### src/rtl/ltc6912_spi_responder_pkg.sv
// Shared constants, state encoding and gain-field helper for the LTC6912 serial-port responder.
package ltc6912_spi_responder_pkg;

   localparam int LTC6912_WORD_BITS = 8;
   localparam int GAIN_BITS         = 4;
   localparam int GAIN_A_LSB        = 0;
   localparam int GAIN_B_LSB        = 4;

   typedef enum logic [1:0] {
      WAIT_IDLE = 2'd0,
      IDLE      = 2'd1,
      SHIFT     = 2'd2
   } state_t;

   function automatic logic [GAIN_BITS-1:0] gain_field(
      input logic [LTC6912_WORD_BITS-1:0] word,
      input int                           lsb
   );
      return word[lsb +: GAIN_BITS];
   endfunction

endpackage

### src/rtl/ltc6912_spi_responder_if.sv
// SPI pin bundle between an LTC6912 gain-word driver (master) and the responder (slave).
interface ltc6912_spi_responder_if;
   import ltc6912_spi_responder_pkg::*;

   logic cs;
   logic sck;
   logic mosi;
   logic sdo;
   logic sdo_oe;

   modport master (
      output cs,
      output sck,
      output mosi,
      input  sdo,
      input  sdo_oe
   );

   modport slave (
      input  cs,
      input  sck,
      input  mosi,
      output sdo,
      output sdo_oe
   );

endinterface

### src/rtl/ltc6912_spi_responder_sync_edge.sv
// Multi-flop synchronizer for one asynchronous SPI pin, with rise/fall strobes
// derived from the synchronized level and its previous-cycle value.
module ltc6912_spi_responder_sync_edge #(
   parameter int SYNC_STAGES = 2
) (
   input  logic clk,
   input  logic reset_n,
   input  logic pin,
   output logic level_s,
   output logic rise_s,
   output logic fall_s
);

   logic [SYNC_STAGES-1:0] stage_r;
   logic                   prev_r;

   // Shift the pin through the synchronizer chain and remember the last synchronized level.
   always_ff @(posedge clk or negedge reset_n) begin
      if (!reset_n) begin
         stage_r <= {SYNC_STAGES{1'b0}};
         prev_r  <= 1'b0;
      end else begin
         stage_r <= {stage_r[SYNC_STAGES-2:0], pin};
         prev_r  <= stage_r[SYNC_STAGES-1];
      end
   end

   assign level_s = stage_r[SYNC_STAGES-1];
   assign rise_s  = level_s & ~prev_r;
   assign fall_s  = ~level_s & prev_r;

endmodule

### src/rtl/ltc6912_spi_responder.sv
// Target-side LTC6912 serial port: oversamples cs/sck/mosi, captures one gain word per
// frame, commits it on cs rise and returns the previously held word on sdo.
module ltc6912_spi_responder
   import ltc6912_spi_responder_pkg::*;
#(
   parameter int                    WORD_BITS   = LTC6912_WORD_BITS,
   parameter int                    SYNC_STAGES = 2,
   parameter logic [WORD_BITS-1:0]  RESET_GAIN  = 8'h00
) (
   input  logic                    clk,
   input  logic                    reset_n,
   ltc6912_spi_responder_if.slave  spi,
   output logic [GAIN_BITS-1:0]    gain_a,
   output logic [GAIN_BITS-1:0]    gain_b,
   output logic                    word_valid,
   output logic                    frame_err
);

   localparam int                CNT_W      = $clog2(WORD_BITS + 2);
   localparam logic [CNT_W-1:0]  COUNT_FULL = CNT_W'(WORD_BITS);
   localparam logic [CNT_W-1:0]  COUNT_SAT  = CNT_W'(WORD_BITS + 1);
   localparam logic [CNT_W-1:0]  COUNT_ONE  = CNT_W'(1'b1);

   logic cs_s;
   logic cs_rise_s;
   logic cs_fall_s;
   logic sck_level_unused_s;
   logic sck_rise_s;
   logic sck_fall_s;
   logic mosi_s;
   logic mosi_rise_unused_s;
   logic mosi_fall_unused_s;

   state_t                 state_r;
   logic [WORD_BITS-1:0]   gain_r;
   logic [WORD_BITS-1:0]   rx_sr_r;
   logic [WORD_BITS-1:0]   tx_sr_r;
   logic [CNT_W-1:0]       count_r;
   logic                   sdo_r;
   logic                   sdo_oe_r;
   logic                   word_valid_r;
   logic                   frame_err_r;

   ltc6912_spi_responder_sync_edge #(.SYNC_STAGES(SYNC_STAGES)) u_cs_sync (
      .clk     (clk),
      .reset_n (reset_n),
      .pin     (spi.cs),
      .level_s (cs_s),
      .rise_s  (cs_rise_s),
      .fall_s  (cs_fall_s)
   );

   ltc6912_spi_responder_sync_edge #(.SYNC_STAGES(SYNC_STAGES)) u_sck_sync (
      .clk     (clk),
      .reset_n (reset_n),
      .pin     (spi.sck),
      .level_s (sck_level_unused_s),
      .rise_s  (sck_rise_s),
      .fall_s  (sck_fall_s)
   );

   ltc6912_spi_responder_sync_edge #(.SYNC_STAGES(SYNC_STAGES)) u_mosi_sync (
      .clk     (clk),
      .reset_n (reset_n),
      .pin     (spi.mosi),
      .level_s (mosi_s),
      .rise_s  (mosi_rise_unused_s),
      .fall_s  (mosi_fall_unused_s)
   );

   // Frame FSM: capture, shift-out, commit/error pulses; cs rise outranks any coincident sck edge.
   always_ff @(posedge clk or negedge reset_n) begin
      if (!reset_n) begin
         state_r      <= WAIT_IDLE;
         gain_r       <= RESET_GAIN;
         rx_sr_r      <= {WORD_BITS{1'b0}};
         tx_sr_r      <= {WORD_BITS{1'b0}};
         count_r      <= {CNT_W{1'b0}};
         sdo_r        <= 1'b0;
         sdo_oe_r     <= 1'b0;
         word_valid_r <= 1'b0;
         frame_err_r  <= 1'b0;
      end else begin
         word_valid_r <= 1'b0;
         frame_err_r  <= 1'b0;
         case (state_r)
            WAIT_IDLE: begin
               // A frame already in progress at reset release is dropped silently.
               if (cs_s) begin
                  state_r <= IDLE;
               end
            end
            IDLE: begin
               if (cs_fall_s) begin
                  state_r  <= SHIFT;
                  count_r  <= {CNT_W{1'b0}};
                  tx_sr_r  <= gain_r;
                  sdo_r    <= gain_r[WORD_BITS-1];
                  sdo_oe_r <= 1'b1;
               end
            end
            SHIFT: begin
               if (cs_rise_s) begin
                  state_r  <= IDLE;
                  sdo_oe_r <= 1'b0;
                  sdo_r    <= 1'b0;
                  if (count_r == COUNT_FULL) begin
                     gain_r       <= rx_sr_r;
                     word_valid_r <= 1'b1;
                  end else begin
                     frame_err_r  <= 1'b1;
                  end
               end else if (sck_rise_s) begin
                  rx_sr_r <= {rx_sr_r[WORD_BITS-2:0], mosi_s};
                  if (count_r != COUNT_SAT) begin
                     count_r <= count_r + COUNT_ONE;
                  end
               end else if (sck_fall_s) begin
                  tx_sr_r <= {tx_sr_r[WORD_BITS-2:0], 1'b0};
                  sdo_r   <= tx_sr_r[WORD_BITS-2];
               end
            end
            default: begin
               state_r  <= WAIT_IDLE;
               sdo_oe_r <= 1'b0;
               sdo_r    <= 1'b0;
            end
         endcase
      end
   end

   assign spi.sdo    = sdo_r;
   assign spi.sdo_oe = sdo_oe_r;
   assign gain_a     = gain_field(gain_r, GAIN_A_LSB);
   assign gain_b     = gain_field(gain_r, GAIN_B_LSB);
   assign word_valid = word_valid_r;
   assign frame_err  = frame_err_r;

endmodule

### src/flat_wrapper.sv
// flat-port wrapper written by rule: the top's interface ports become plain ports
module ltc6912_spi_responder_flat import ltc6912_spi_responder_pkg::*;
#(
   parameter int                    WORD_BITS   = LTC6912_WORD_BITS,
   parameter int                    SYNC_STAGES = 2,
   parameter logic [WORD_BITS-1:0]  RESET_GAIN  = 8'h00
)
  (clk, reset_n, gain_a, gain_b, word_valid, frame_err, spi_cs, spi_sck, spi_mosi, spi_sdo, spi_sdo_oe);
  ltc6912_spi_responder_if spi_i ();
  input  logic clk;
  input  logic reset_n;
  output logic [GAIN_BITS-1:0] gain_a;
  output logic [GAIN_BITS-1:0] gain_b;
  output logic word_valid;
  output logic frame_err;
  input wire logic [$bits(spi_i.cs)-1:0] spi_cs;
  input wire logic [$bits(spi_i.sck)-1:0] spi_sck;
  input wire logic [$bits(spi_i.mosi)-1:0] spi_mosi;
  output wire logic [$bits(spi_i.sdo)-1:0] spi_sdo;
  output wire logic [$bits(spi_i.sdo_oe)-1:0] spi_sdo_oe;
  assign spi_i.cs = spi_cs;
  assign spi_i.sck = spi_sck;
  assign spi_i.mosi = spi_mosi;
  assign spi_sdo = spi_i.sdo;
  assign spi_sdo_oe = spi_i.sdo_oe;
  ltc6912_spi_responder #(.WORD_BITS(WORD_BITS), .SYNC_STAGES(SYNC_STAGES), .RESET_GAIN(RESET_GAIN)) u_core (.clk(clk), .reset_n(reset_n), .spi(spi_i), .gain_a(gain_a), .gain_b(gain_b), .word_valid(word_valid), .frame_err(frame_err));
endmodule
### config.mk
export PLATFORM = sky130hd
export DESIGN_NAME = ltc6912_spi_responder_flat
export DESIGN_NICKNAME = d
export VERILOG_FILES = /design/src/rtl/ltc6912_spi_responder_pkg.sv /design/src/rtl/ltc6912_spi_responder_if.sv /design/src/rtl/ltc6912_spi_responder_sync_edge.sv /design/src/rtl/ltc6912_spi_responder.sv /design/src/flat_wrapper.sv
export SDC_FILE = /design/constraint.sdc
export NUM_CORES = 1
export LEC_CHECK = 0
export BUFFER_PORTS_ARGS = -buffer_cell sky130_fd_sc_hd__buf_2
export CORE_MARGIN = 2
export CORE_UTILIZATION = 53
export DETAILED_ROUTE_END_ITERATION = 10
export GPL_ROUTABILITY_DRIVEN = 1
export PLACE_DENSITY = 0.8
export SYNTH_ARGS = -nofsm -noshare
export SYNTH_HDL_FRONTEND = slang
export SYNTH_SLANG_ARGS = --single-unit
export TNS_END_PERCENT = 1
### constraint.sdc
create_clock -name clk -period 2.3 [get_ports clk]
set_input_delay 0.46 -clock clk [delete_from_list [all_inputs] [get_ports clk]]
set_output_delay 0.46 -clock clk [all_outputs]
set_load 0.02 [all_outputs]
* Word-level counts from Yosys, hierarchy flattened *
Cells that the tools add are included.

cells by class
  add/subtract/negate cells = 1
  eq/ne operators = 14
  multiplexer cells = 28
  bitwise gates (word level) = 10
  reductions and logical operators = 9

operator list
  cell                 number
  $mux 7               4
  $mux 4               4
  $pmux 7 s2           1
  $mux 1               12
  $reduce_and 3->1     4
  $ne 2x1->1 const B   5
  $reduce_and 5->1     2
  $pmux 4 s2           1
  $mux 2               3
  $ne 2x2->1 const B   3
  $not 1->1            6
  $pmux 1 s3           2
  $pmux 2 s3           1
  $add 4x1->4 const B  1
  $and 1x1->1          4
  $eq 4x4->1 const B   1
  $ne 4x4->1 const B   1
  $reduce_and 4->1     1
  $ne 3x1->1 const B   1
  $ne 3x2->1 const B   1
  $eq 2x1->1 const B   1
  $eq 2x2->1 const B   1
  $logic_not 2->1      1
  $reduce_bool 2->1    1

word-level totals
  register bits = 41
  input bits = 5

* Logic depth before layout (Yosys ltp) *
Gate-level depths: netlist (run 1).

  word-level depth = 6
  mapped depth = 8

* Cells and area by module *
From an unflattened synthesis (run 1), not the netlist that was laid out.

second synthesis, totals
  cell total of the unflattened synthesis = 169
  area, all modules = 1929.4 µm²

modules (own cells, without submodules)
  module                           instances  cells each  area each (µm²)  seq. area each (µm²)
  ltc6912_spi_responder            1          154         1659.1           825.8
  ltc6912_spi_responder_sync_edge  3          5           90.1             75.1

* Least setup slack after synthesis (run 1) *
No wires, ideal clock.

  path type = reg2reg
  from = register u_core.state_r[0]
  to = register u_core.tx_sr_r[0]
  library setup time = 125 ps
  data arrival time = 1783 ps
  slack = 392 ps
  cell stages (with the launch flop) = 9
  path buffers = 2
  path through = dfrtp_1 -> inv_1 -> ha_1 -> buf_6 -> nand3b_2 -> a21bo_1 -> a211o_1 -> buf_6 -> mux2_4

on the way
  longest elaborated chain between the ends = 3

ends and longest elaborated chain
  element                                          RTL line                      text
  from (decl)                                      ltc6912_spi_responder.sv:34   state_t state_r;
  from (signal assigned)                           ltc6912_spi_responder.sv:74   state_r <= WAIT_IDLE;
  from (signal assigned)                           ltc6912_spi_responder.sv:90   state_r <= IDLE;
  from (signal assigned)                           ltc6912_spi_responder.sv:95   state_r <= SHIFT;
  $eq 2x2->1 / $eq 2x1->1 (equally long branches)  ltc6912_spi_responder.sv:86   case (state_r)
  $ne 2x2->1 (no line) (tied with other cells)     --
  $reduce_and 5->1 (no line)                       --
  to (signal assigned)                             ltc6912_spi_responder.sv:77   tx_sr_r <= {WORD_BITS{1'b0}};
  to (signal assigned)                             ltc6912_spi_responder.sv:97   tx_sr_r <= gain_r;
  to (signal assigned)                             ltc6912_spi_responder.sv:119  tx_sr_r <= {tx_sr_r[WORD_BITS-2:0], 1'b0};
  to (decl)                                        ltc6912_spi_responder.sv:37   logic [WORD_BITS-1:0] tx_sr_r;

Several ways; a longest one is shown, not always the timed one.
A chain may end at the register's enable or synchronous reset.

* Worst setup path after layout (run 1) *
  from = register u_core.state_r[0]
  to = register u_core.tx_sr_r[4]

Same word-level chain as after synthesis.

==> results of run 1 <==
worst paths after layout:
| path | from | endpoint | cells past startpoint |
|---|---|---|---|
| worst max-delay path | u_core.state_r[0]$_DFFE_PN0P_ | u_core.tx_sr_r[4]$_DFFE_PN0P_ | 6 |
| worst min-delay path | spi_mosi | u_core.u_mosi_sync.stage_r[0]$_DFF_PN0_ | 1 |
| worst max register to register | u_core.state_r[0]$_DFFE_PN0P_ | u_core.tx_sr_r[4]$_DFFE_PN0P_ | 6 |
| worst min register to register | u_core.u_sck_sync.stage_r[0]$_DFF_PN0_ | u_core.u_sck_sync.stage_r[1]$_DFF_PN0_ | 0 |
| max in group asynchronous | reset_n | u_core.gain_r[4]$_DFFE_PN0P_ | 1 |
| min in group asynchronous | reset_n | u_core.spi.sdo_oe$_DFFE_PN0P_ | 1 |
per-stage QoR:
step | util (%) | total power, mW | area (um2)
after global placement | 58.9 | 1.41 | 1970
after CTS | 61.5 | 1.92 | 2050
after global routing | 61.5 | 2.04 | 2050
after floorplan | - | 1.34 | 1850
final | 61.5 | 1.91 | 2050
after detailed placement | 58.9 | 1.44 | 1970
layer usage:
| layer | share of wire (%) | GRT usage [%] | vias to the layer above |
|---|---|---|---|
| met1 | 45 | 24.7 | 534 |
| met4 | 0.70 | 4.17 | 0 |
| met2 | 49 | 27.1 | 33 |
| met3 | 5.9 | 5.54 | 2 |
| met5 | 0 | 0 | - |
| li1 | - | - | 518 |
layout make-up:
class	count	share of cell area, %
tap	46	2.81
timing repair buffer	17	4.27
sequential	41	50.0
multi-input combinational	82	37.5
clock buffer	7	2.68
inverter	7	1.28
clock inverter	1	1.46
cell families after synthesis:
group	count (synthesis)	synth area share, %
simple gates	23	8.19
compound gates	20	7.72
flops	41	55.5
buf+inv	10	2.91
fa+ha+maj	8	5.42
mux	31	20.2
critical path, stage by stage, from the launching register on:
cell and delay, ns:
dfrtp_1 0.39, inv_1 0.10, ha_1 0.24, buf_4 0.21, a22o_1 0.22, a211o_1 0.40
mux2_4 0.36
registers in the layout, summed over array words and instances (netlist names), 2 cells and up:
name	count
u_core.gain_r	8
u_core.rx_sr_r	8
u_core.tx_sr_r	7
u_core.count_r	4
u_core.state_r	2
u_core.u_cs_sync.stage_r	2
u_core.u_mosi_sync.stage_r	2
u_core.u_sck_sync.stage_r	2
synthesized netlist by cell type, types with 2 or more instances:
cell type,instances
dfrtp_1,41
mux2_2,15
ha_1,8
mux2_1,8
mux2_4,7
inv_1,6
nand3_1,4
o21ai_0,4
nand2_1,3
nand2b_1,3
nand3b_1,3
o211ai_1,3
a211o_1,2
a21oi_1,2
buf_6,2
nor2_1,2
nor2b_1,2
o21ai_1,2
power by group through the flow:
stage	Combinational [mW]	Clock (mW)	Sequential, mW
6_report	0.580	0.481	0.853
3_3_place_gp	0.548	0	0.860
4_1_cts	0.578	0.492	0.854
3_5_place_dp	0.575	0	0.868
5_1_grt	0.641	0.531	0.866
2_1_floorplan	0.479	0	0.864
==> key figures, run 1 <==
Run
  – Maxcap violations: 0

Final layout
  – Combined flip-flop and latch cell area: approximately 1000 um2
  – Most used cells in the layout excluding fill and tap cells: dfrtp_1, buf_2, mux2_2, mux2_1, ha_1
  – Most common cell after layout, fill and taps aside: dfrtp_1
  – Antenna diodes: 0
  – Number of fill cells in the layout: 274
  – Filler-free cell count of the finished design: 201
  – Ratio of cells with drive above 1 in the final layout: 32.3%
  – Signed area change from the synthesized netlist to the final layout: 11.0%
  – Number of nets in the final layout: 167
  – Combined area of the multi-input logic cells: 768 um2

Timing
  – F_max: 494 MHz
  – Tmin final: around 2.0 ns
  – Total count of hold-check failures in the final report: 0
  – Rel. slew slack: between 40% and 50%
  – Sum Neg Setup Slack: 0 ns
  – Part of the cycle the worst path needs: between 80% and 90%
  – Setup Skew: just under 0.006 ns
  – Setup WS post-layout: ~0.27 ns
  – Transition at the pin with the smallest max-transition slack: between 0.8 and 0.9 ns
  – Count of endpoints failing setup in the final report: 0
  – Worst slack on hold paths: ~0.21 ns
  – Max Slew Vio Count: 0
  – RSZ-0062 raised after global routing: no

Yosys
  – Per-instance average area after synthesis: 13.9 um2
  – Leading cell types by total area after synthesis: dfrtp_1, mux2_2, mux2_4, ha_1, mux2_1
  – Count of mapped cells out of synthesis: 133
  – Sequential element share of the synthesized area: 55.5%
  – Net count after synthesis: 146
  – Number of flops mapped to enable cells by yosys: 0
  – Netlist cell types: 34
  – Most used flip-flop cell after synthesis: dfrtp_1
  – Cell taking the most area after synthesis: dfrtp_1
  – Count of warnings emitted by yosys: 0
  – Flip-flop and latch count after synthesis: 41
  – Synth Cell Area: 1850 um2
  – Fraction of registers with async set or reset after synthesis: 100%
  – Area share of the leading cell type in the synthesized netlist: 55.5%

CTS
  – Root buf cell: clkbuf_4
  – # hold bufs at CTS: 0
  – Clock slew seen by the registers of the worst setup and hold paths: 0.11 ns
  – Maximum root-to-sink buffer count: 2
  – TritonCTS clock tree: yes
  – Cts repair resizes: 0
  – Postcts setup bufs: 0
  – Number of CTS-inserted buffers: 5
  – Number of H-tree levels: 2
  – Clock latency on the worst-skew pair: roughly 0.34 ns
  – CTS Sinks: 41

Power and ir drop
  – Cell area power density: 933 nW/um2
  – Relative contribution of combinational cells to total power: 30.3%
  – Part of the power in registers: 44.6%
  – Net switching component of the power: 622 uW
  – Switching share of power: 32.5%
  – Leakage power: 1.06 nW
  – Int Pwr: 1.29 mW
  – Peak supply drop: 0.493 mV
  – Clock Power Share: 25.1%

Critical path
  – Worst endpoint data arrival time: approximately 2.3 ns
  – Startpoint type of the worst setup path: register
  – Endpoint required time on the critical path: roughly 2.5 ns
  – Register-to-register path setup slack: 0.27 ns
  – WS Path Type: reg -> reg
  – Max Fanout on Critical Path: 18
  – Kind of capture point of the worst setup path: register

Global routing
  – Vias in the first global route: 1130
  – Maximum number of pins on one net before global-route repair: 42
  – Global route overflow: 0
  – Aggregate global-route resource usage: 17.7%
  – First-pass GRT wire length: about 5400 um
  – Antenna violations before repair: 0

Die
  – Number of placement rows: 21
  – Initial core utilization: 55.4%
  – Core area: about 3300 um2
  – Total die area: 3980 um2
  – Die W: between 60 and 70 um
  – Number of primary I/O pins: 17
  – Chip height: 63.1 um

Detailed routing
  – Initial DRT Pass Iterations: 4
  – Total via count in the routed design: 1087
  – Final wirelength: 3000 um
  – Routed wire per std cell: between 10 and 15 um
  – Average via count per standard cell: 5.41
  – Number of violations reported at the end of detailed-routing iteration 0: between 80 and 90
  – Number of DRC violations after detailed routing: 0
  – Antenna-violating nets left: 0

Hold path
  – Path category of the worst min-delay check: in -> reg

Placement
  – Port-buffer cells: 16
  – Cell count after placement: 193
  – Half-perimeter wire length after detailed placement: ~2100 um
  – Final GP Congestion: approximately 0.8
  – Worst setup slack before clock tree synthesis: 0.297 ns

Run status
  – Outcome: complete, no violations
Power figures use the tool's default switching activity.
==> run 2, diff against run 1 <==
CTS_BUF_LIST = sky130_fd_sc_hd__clkbuf_4   (was unset)
==> key figures, run 2 (same netlist as run 1, synthesis figures left out) <==
Timing
  – Setup Skew: 0.0126 ns (+0.00673 ns)
  – Max Slew Vio Count: 0 (unchanged)
  – Transition at the pin with the smallest max-transition slack: 0.859 ns (-0.00485 ns)
  – Worst slack on hold paths: 0.213 ns (-0.00120 ns)
  – Sum Neg Setup Slack: 0 ns (unchanged)
  – F_max: 491 MHz (-0.50%)
  – Tmin final: 2.04 ns (+0.0101 ns)
  – Setup WS post-layout: 0.264 ns (-0.0101 ns)
  – Rel. slew slack: 42.8% (+0.32 points)
  – Part of the cycle the worst path needs: 88.5% (+0.44 points)
  – Count of endpoints failing setup in the final report: 0 (unchanged)
  – RSZ-0062 raised after global routing: no
  – Total count of hold-check failures in the final report: 0 (unchanged)

CTS
  – CTS Sinks: 41 (unchanged)
  – Cts repair resizes: 0 (unchanged)
  – Clock slew seen by the registers of the worst setup and hold paths: 0.11 ns (about the same)
  – Postcts setup bufs: 0 (unchanged)
  – # hold bufs at CTS: 0 (unchanged)
  – Root buf cell: clkbuf_4
  – Number of H-tree levels: 2 (unchanged)
  – TritonCTS clock tree: yes
  – Number of CTS-inserted buffers: 5 (unchanged)
  – Maximum root-to-sink buffer count: 2 (unchanged)
  – Clock latency on the worst-skew pair: 0.35 ns (about the same)

Final layout
  – Number of nets in the final layout: 167 (unchanged)
  – Antenna diodes: 0 (unchanged)
  – Most used cells in the layout excluding fill and tap cells: dfrtp_1, buf_2, mux2_2, mux2_1, ha_1
  – Most common cell after layout, fill and taps aside: dfrtp_1
  – Post-layout utilization of the core: 61.3% (-0.19 points)
  – Ratio of cells with drive above 1 in the final layout: 32.3% (unchanged)
  – Largest registers ranked by flip-flop count: u_core.gain_r: 8 flops, u_core.rx_sr_r: 8 flops, u_core.tx_sr_r: 7 flops
  – Signed area change from the synthesized netlist to the final layout: 10.6%

Global routing
  – Antenna violations before repair: 0 (unchanged)
  – Global route overflow: 0 (unchanged)
  – Vias in the first global route: 1115 (-1.3%)
  – Aggregate global-route resource usage: 17.5% (-0.20 points)
  – First-pass GRT wire length: 5350 um (-1.4%)
  – Maximum number of pins on one net before global-route repair: 42 (unchanged)

Die
  – Total die area: 3980 um2 (unchanged)
  – Die W: 63.1 um (unchanged)
  – Core area: 3340 um2 (unchanged)
  – Initial core utilization: 55.4% (unchanged)
  – Number of placement rows: 21 (unchanged)
  – Chip height: 63.1 um (unchanged)
  – Number of primary I/O pins: 17 (unchanged)

Placement
  – Port-buffer cells: 16 (unchanged)
  – Worst setup slack before clock tree synthesis: 0.297 ns (unchanged)
  – Half-perimeter wire length after detailed placement: 2130 um (unchanged)
  – Final GP Congestion: 0.819 (unchanged)

Power and ir drop
  – Leakage power: 1.06 nW (-0.21%)
  – Peak supply drop: 0.487 mV (-1.1%)
  – Cell area power density: 924 nW/um2 (-0.97%)
  – Total power: 1.89 mW (-1.3%)

Detailed routing
  – Routed wire per std cell: 14.7 um (-1.5%)
  – Final wirelength: 2960 um (-1.5%)
  – Initial DRT Pass Iterations: 4 (unchanged)
  – Average via count per standard cell: 5.39 (-0.37%)
  – Number of violations reported at the end of detailed-routing iteration 0: 72 (-13%)
  – Antenna-violating nets left: 0 (unchanged)
  – Number of DRC violations after detailed routing: 0 (unchanged)
  – Total via count in the routed design: 1083 (-0.37%)

Critical path
  – WS Path Type: reg -> reg
  – Register-to-register path setup slack: 0.26 ns (about the same)
  – Max Fanout on Critical Path: 18 (unchanged)
  – Worst endpoint data arrival time: 2.28 ns (about the same)
  – Startpoint type of the worst setup path: register
  – Kind of capture point of the worst setup path: register
  – Critical Path Slowest Stage Cell: a211o_1
  – Slowest stage delay, CP: 0.40 ns (about the same)
  – Endpoint required time on the critical path: 2.54 ns (about the same)
  – Cell breakdown of the critical path: inv_1 -> ha_1 -> buf_4 -> a22o_1 -> a211o_1 -> mux2_4

Run status
  – Outcome: complete, no violations

Run
  – Maxcap violations: 0 (unchanged)

Hold path
  – Path category of the worst min-delay check: in -> async
## run 2: changes by cell type in the layout (fill, tap and decap cells not counted), sizes merged
cell / delta
clkbuf: -1
clkinv: +1
## run 2: cell type report
class,count,area [um2]
clock buffers,6,45.0
clock inverters,2,33.8
fillers,269,1290
inverters,7,26.3
multi-input cells,82,768
flip-flops and latches,41,1030
well taps,46,57.6
repair buffers,17,87.6
## run 2: critical path: cells and delay by family (launching register included)
| kind | cells | cell delay [ns] |
|---|---|---|
| adders and majority gates | 1 | 0.24 |
| muxes | 1 | 0.36 |
| AOI/OAI and AO/OA | 2 | 0.62 |
| buffers and inverters | 2 | 0.31 |
| DFF | 1 | 0.39 |
## run 2: final timing paths
check / startpoint / to / cells after the start
worst max-delay path: u_core.state_r[0]$_DFFE_PN0P_ / u_core.tx_sr_r[4]$_DFFE_PN0P_ / 6
worst min-delay path: reset_n / u_core.spi.sdo_oe$_DFFE_PN0P_ / 1
worst max register to register: u_core.state_r[0]$_DFFE_PN0P_ / u_core.tx_sr_r[4]$_DFFE_PN0P_ / 6
worst min register to register: u_core.u_sck_sync.stage_r[0]$_DFF_PN0_ / u_core.u_sck_sync.stage_r[1]$_DFF_PN0_ / 0
max in group asynchronous: reset_n / u_core.u_cs_sync.stage_r[1]$_DFF_PN0_ / 1
min in group clk: spi_mosi / u_core.u_mosi_sync.stage_r[0]$_DFF_PN0_ / 1
## run 2: power breakdown
group	switching, mW	internal (mW)	total [mW]
clock network	0.216	0.238	0.454
registers	0.0590	0.795	0.854
logic	0.343	0.238	0.582
total	0.619	1.27	1.89
## run 2: per-stage QoR
stage	area, um2	std cells
final	2040	201
after floorplan	1850	133
after detailed placement	1970	193
after global routing	2040	201
after global placement	1970	193
after CTS	2040	201
## run 2: routing by layer
| metal | GRT usage, % | share of wire [%] | up-vias | wire (um) |
|---|---|---|---|---|
| li1 | - | - | 519 | - |
| met5 | 0 | 0 | - | 0 |
| met2 | 26.5 | 49 | 33 | 1440 |
| met3 | 5.54 | 6.3 | 2 | 187 |
| met4 | 4.17 | 0.71 | 0 | 21 |
| met1 | 24.7 | 44 | 529 | 1310 |
